==> src/rtl/edge_filter_nch.sv <==
// Multi-channel input conditioner: per-channel synchroniser, stability filter
// and registered single-cycle rise/fall strobes.
module edge_filter_nch #(
  parameter int            CH          = 4,
  parameter int            SYNC_STAGES = 2,
  parameter int            FILT_CNT    = 3,
  parameter logic [CH-1:0] RST_LEVEL   = {CH{1'b0}}
) (
  input  logic          clk,
  input  logic          rst_n,
  input  logic          en,
  input  logic [CH-1:0] din,
  output logic [CH-1:0] level,
  output logic [CH-1:0] rise,
  output logic [CH-1:0] fall,
  output logic          any_edge
);

  localparam int               CNT_W    = $clog2(FILT_CNT + 1);
  localparam logic [CNT_W-1:0] CNT_LAST = CNT_W'(FILT_CNT - 1);

  generate
    if (CH < 1 || SYNC_STAGES < 2 || FILT_CNT < 1 || FILT_CNT > 255) begin : g_bad_param
      $error("edge_filter_nch: illegal parameters CH=%0d SYNC_STAGES=%0d FILT_CNT=%0d",
             CH, SYNC_STAGES, FILT_CNT);
    end
  endgenerate

  logic [CH-1:0] edge_next;
  logic          any_edge_reg;

  for (genvar gi = 0; gi < CH; gi++) begin : g_ch
    logic [SYNC_STAGES-1:0] sync_reg;
    logic [CNT_W-1:0]       cnt_reg;
    logic [CNT_W-1:0]       cnt_next;
    logic                   level_reg;
    logic                   level_next;
    logic                   rise_reg;
    logic                   rise_next;
    logic                   fall_reg;
    logic                   fall_next;
    logic                   s;

    assign s = sync_reg[SYNC_STAGES-1];

    always_ff @(posedge clk or negedge rst_n) begin
      if (!rst_n) begin
        sync_reg  <= {SYNC_STAGES{RST_LEVEL[gi]}};
        cnt_reg   <= '0;
        level_reg <= RST_LEVEL[gi];
        rise_reg  <= 1'b0;
        fall_reg  <= 1'b0;
      end else begin
        sync_reg  <= {sync_reg[SYNC_STAGES-2:0], din[gi]};
        cnt_reg   <= cnt_next;
        level_reg <= level_next;
        rise_reg  <= rise_next;
        fall_reg  <= fall_next;
      end
    end

    // Count consecutive samples disagreeing with level; any agreeing sample
    // or a disabled cycle restarts qualification from zero.
    always_comb begin
      cnt_next   = '0;
      level_next = level_reg;
      rise_next  = 1'b0;
      fall_next  = 1'b0;
      if (en && (s != level_reg)) begin
        if (cnt_reg == CNT_LAST) begin
          level_next = s;
          rise_next  = s;
          fall_next  = ~s;
        end else begin
          cnt_next = cnt_reg + CNT_W'(1);
        end
      end
    end

    assign edge_next[gi] = rise_next | fall_next;
    assign level[gi]     = level_reg;
    assign rise[gi]      = rise_reg;
    assign fall[gi]      = fall_reg;
  end

  always_ff @(posedge clk or negedge rst_n) begin
    if (!rst_n) begin
      any_edge_reg <= 1'b0;
    end else begin
      any_edge_reg <= |edge_next;
    end
  end

  assign any_edge = any_edge_reg;

endmodule
==> config.mk <==
export PLATFORM = sky130hd
export DESIGN_NAME = edge_filter_nch
export DESIGN_NICKNAME = d
export VERILOG_FILES = /design/src/rtl/edge_filter_nch.sv
export SDC_FILE = /design/constraint.sdc
export NUM_CORES = 1
export LEC_CHECK = 0
export CORE_MARGIN = 2
export CORE_UTILIZATION = 51
export CTS_CLUSTER_SIZE = 10
export DETAILED_ROUTE_END_ITERATION = 7
export DONT_BUFFER_PORTS = 1
export GPL_ROUTABILITY_DRIVEN = 0
export GPL_TIMING_DRIVEN = 0
export PLACE_DENSITY = 0.66
export SYNTH_ARGS = -nofsm -noshare
export SYNTH_HDL_FRONTEND = slang
export SYNTH_SLANG_ARGS = --single-unit
==> constraint.sdc <==
create_clock -name clk -period 2.1 [get_ports clk]
set_clock_uncertainty 0.2 [all_clocks]
set_input_delay 0.42 -clock clk [delete_from_list [all_inputs] [get_ports clk]]
set_output_delay 0.42 -clock clk [all_outputs]
set_load 0.01 [all_outputs]
**Word-level counts from Yosys, hierarchy flattened**

Cells that the tools add are included.
Widths: inputs -> output; s select.

- Logic and storage cells: 74
- Flip-flop bits (word level): 29

- Reduce and logical (&&, ||, !) cells: 9
- Eq/ne operators: 8
- Add/sub/neg operators: 4
- Multiplexer cells: 24
- Bitwise logic cells: 8

Operator list:

| operator | number |
|---|---|
| $mux 1 | 16 |
| $mux 2 | 8 |
| $add 2x1->2 const B | 4 |
| $eq 2x2->1 const B | 4 |
| $reduce_and 2->1 | 4 |
| $logic_and 1x1->1 | 4 |
| $ne 1x1->1 | 4 |
| $not 1->1 | 4 |
| $or 1x1->1 | 4 |
| $reduce_or 4->1 | 1 |

**Depth between registers and ports, before layout**

- Depth after elaboration: 5
- Gate-level depth with buffers: 3

**Least setup slack after synthesis**

Ideal clock, no wire load.

- Path type: register to register
- Start: register g_ch[0].level_reg
- End: register any_edge_reg (netlist: any_edge)
- Path slack: 0.633 ns
- Stages on the path, launching flop included: 4
- Setup time: 0.139 ns
- Data arrival time: 1.128 ns
- Path buffers: 0
- Cell sequence: dfrtp_1 > xnor2_2 > nor2_1 > or4_1

- Cells in the longest elaborated chain, start to end: 5

Ends and longest elaborated chain:

| item | line | RTL |
|---|---|---|
| start: declaration | 36 | `logic level_reg;` |
| start signal: assignment | 50 | `level_reg <= RST_LEVEL[gi];` |
| start signal: assignment | 56 | `level_reg <= level_next;` |
| $ne 1x1->1 (*) | 69 | `if (en && (s != level_reg)) begin` |
| $logic_and 1x1->1 (*) | 69 |  |
| $mux 1 | 69 |  |
| $or 1x1->1 (*) | 80 | `assign edge_next[gi] = rise_next \| fall_next;` |
| $reduce_or 4->1 (*) | 90 | `any_edge_reg <= \|edge_next;` |
| end signal: assignment | 90 |  |
| end: declaration | 30 | `logic any_edge_reg;` |

Every way passes the cells marked *; elsewhere a longest branch is shown, timed or not.
A chain may end at the register's enable or synchronous reset.

**Final worst setup path**

- Start: register g_ch[1].level_reg
- End: output port level[1]

RTL lines:

| item | line | RTL |
|---|---|---|
| start: declaration | 36 |  |
| start signal: assignment | 50 |  |
| start signal: assignment | 56 |  |
| end: declaration | 13 | `output logic [CH-1:0] level,` |

No word-level cell between the ends.

==> impl_metrics.ini <==
[hold_path]
whs_path_depth = 2
hold_path_end = g_ch[1].cnt_reg[0]
timing.hold.worst.start = en
hold_class = input port to flop

[route]
detailroute.via_count = 561
route.met2.wl_um = 669
post_drt_wl_per_cell_um = 11.5
met3_wirelength_um = 111
drt-total-wl_mm = 1.36
ant_nets = 0
routed_via_density = 4.75
route.layer.met1.wl_um = 529
drc_errors = 0
drt_iter0_drc = 1
dr.pass1.iters = 2
topRoutingLayerUsed = met4

[timing]
max_slew_headroom = 0.854
maxClockFrequency_mhz = 654
final.period_utilization = 0.729
timing.setup.tns_ps = 0
unrepaired_setup_endpoints_after_global_routing = false
timing.final.setup_violations = 0
timing.final.max_slew_violations = 0
finalWorstPathRequiredPeriod_ps = 1530
timing_worst_slew_pin_value_ps = 217
finalHoldViolCount = 0

[floorplanning]
floorplan.io_pins = 20
start_util = 0.547
floorplan.rows = 16
chipWidth_um = 50.1
floorplan_die_area_um2 = 2510
fp.coreArea_um2 = 1980
die_h_um = 50.1

[worst_setup_path]
cp_data_arrival_time_ps = 910
worstPathCellList = buf_4
r2r_cells = 3
rr_endpoint = any_edge
path_class = flop to output port
crit_required_ps = 1480
cpMaxStageDelayCell = sky130_fd_sc_hd__dfrtp_1
max_stage_delay_ps = 430
critical-path-top-delay-family = flip-flops
worst_setup_path_end_kind = output port
ff2ff_setup_slack_ps = 570
crit_path_max_fanout = 3
critical_path_buf_inv_count = 1
worstSetupStartpointType = flop
regToRegStartpoint = g_ch[1].level_reg

[power]
power_switching_share = 0.262
share_clk_of_total_power = 0.252
power_frac_seq = 0.544
power.net_switching_uw = 341
power.ir.vdd_worst_v = 0.000712
internal-power_uw = 961
combinationalPowerShare = 0.204
totalPowerFinal_mw = 1.30
static-leakage-power_nw = 0.598
p_per_area_nw_per_um2 = 1050

[run_status]
run_status = complete, no violations

[grt]
pin_count_of_the_biggest_net_entering_global_routing = 30
gr-total-overflow = 0
grt_use_total = 0.132
grt_antenna_before_repair = 0
grt_pass1_wl_mm = 2.22
grt_pass1_vias = 527

[placed_design]
portBuffers = 0
hpwl_um = 896

[yosys]
synth-warning-count = 0
netlist_area_um2 = 1080
ys_seq_elements = 29
postSynthCellCount = 78
yosysUniqueCellTypes = 13
mappedNetlistNets = 85
syn-mean-instance-area_um2 = 13.9
synth_sequential_area_ratio = 0.669

[finish]
layout.core_utilization = 0.628
seq_area_um2 = 726
num-nets-final = 98
total_area_of_multi_input_combinational_cells_um2 = 269
area_growth_pct = 14.6
antenna-diode-count = 0
drive_gt1_frac = 0.286
fillCellCount = 151

[clock_network]
cts_tree = yes
buffer_type_at_the_clock_tree_root = sky130_fd_sc_hd__clkbuf_4
clock_latency_on_the_worst_skew_pair_ps = 320
cts_htree_levels = 2
clock-sinks = 29
clk_transition_reported_paths_ps = 90
tritoncts.num_buffers = 5
cts_buffer_depth = 2
cts_repair_resize_count = 0

[flow_run]
maxCapViolCount = 0
cell type report:
| type | count | share of cell area |
|---|---|---|
| timing repair buffer | 6 | 0.0563 |
| sequential | 29 | 0.584 |
| buffer | 12 | 0.0724 |
| clock buffer | 7 | 0.0443 |
| multi-input combinational | 37 | 0.216 |
| tap | 27 | 0.0272 |
through the flow:
step | cell area, um^2 | instances | hold WS [ps] | setup WS, ps
6_report | 1240 | 118 | 47.2 | 570
5_1_grt | 1240 | 118 | 33.3 | 493
4_1_cts | 1240 | 118 | 34.6 | 554
3_5_place_dp | 1120 | 105 | -75.0 | 584
3_3_place_gp | 1120 | 105 | -75.1 | 573
2_1_floorplan | 1080 | 78 | -75.6 | 633
worst max-delay path by stage:
stage | to | from | cells after the start | slack (ps)
2_1_floorplan | any_edge | g_ch[0].level_reg | 3 | 630
3_3_place_gp | any_edge | g_ch[2].sync_reg[1] | 3 | 570
3_5_place_dp | any_edge | g_ch[0].level_reg | 3 | 580
4_1_cts | level[1] | g_ch[1].level_reg | 1 | 550
5_1_grt | any_edge | g_ch[0].level_reg | 3 | 490
6_report | level[1] | g_ch[1].level_reg | 1 | 570
synthesized netlist by cell type, drive strengths merged:
cell type  instances  share of area
nand2b             4          0.023
nor3               8          0.037
dfrtp             29           0.67
nand3b             4          0.028
xnor2              4          0.046
nor2               4          0.014
and2               4          0.024
mux2               4          0.042
or4                1         0.0069
nor3b              4          0.028
buf               12          0.083
logic make-up (layout without fill, tap and decap cells):
kind of cell  after synthesis  after routing  synth area share
buf+inv                    12             25            0.0830
simple gates               29             29             0.160
mux                         4              4            0.0415
xor+xnor                    4              4            0.0461
flops                      29             29             0.669
power groups by stage:
stage          Clock [mW]  Combinational, mW  Sequential [mW]
2_1_floorplan           0              0.226            0.708
3_3_place_gp            0              0.244            0.717
3_5_place_dp            0              0.247            0.721
4_1_cts             0.342              0.270            0.709
5_1_grt             0.372              0.291            0.720
6_report            0.328              0.266            0.708
cell usage in the layout, fill, tap and decap left out:
master	count
sky130_fd_sc_hd__and2_1	3
sky130_fd_sc_hd__and2_2	1
sky130_fd_sc_hd__buf_12	1
sky130_fd_sc_hd__buf_4	12
sky130_fd_sc_hd__clkbuf_1	1
sky130_fd_sc_hd__clkbuf_4	5
sky130_fd_sc_hd__clkbuf_8	1
sky130_fd_sc_hd__dfrtp_1	29
sky130_fd_sc_hd__dlygate4sd3_1	5
sky130_fd_sc_hd__mux2_2	4
sky130_fd_sc_hd__nand2b_1	4
sky130_fd_sc_hd__nand3b_1	4
sky130_fd_sc_hd__nor2_1	4
sky130_fd_sc_hd__nor3_1	8
sky130_fd_sc_hd__nor3b_1	4
sky130_fd_sc_hd__or4_1	1
sky130_fd_sc_hd__xnor2_1	2
sky130_fd_sc_hd__xnor2_2	2
routing by layer:
| layer | global-route usage | vias up |
|---|---|---|
| met5 | 0 | - |
| met4 | 0.0972 | 0 |
| met1 | 0.137 | 264 |
| met3 | 0.0848 | 7 |
| met2 | 0.191 | 15 |
| li1 | - | 275 |
repair_timing:
| action | CTS | global route |
|---|---|---|
| setup buffers | 0 | 0 |
| hold buffers | 6 | 0 |
| endpoints found under the hold margin | 33 | 0 |
Power figures use the tool's default switching activity.
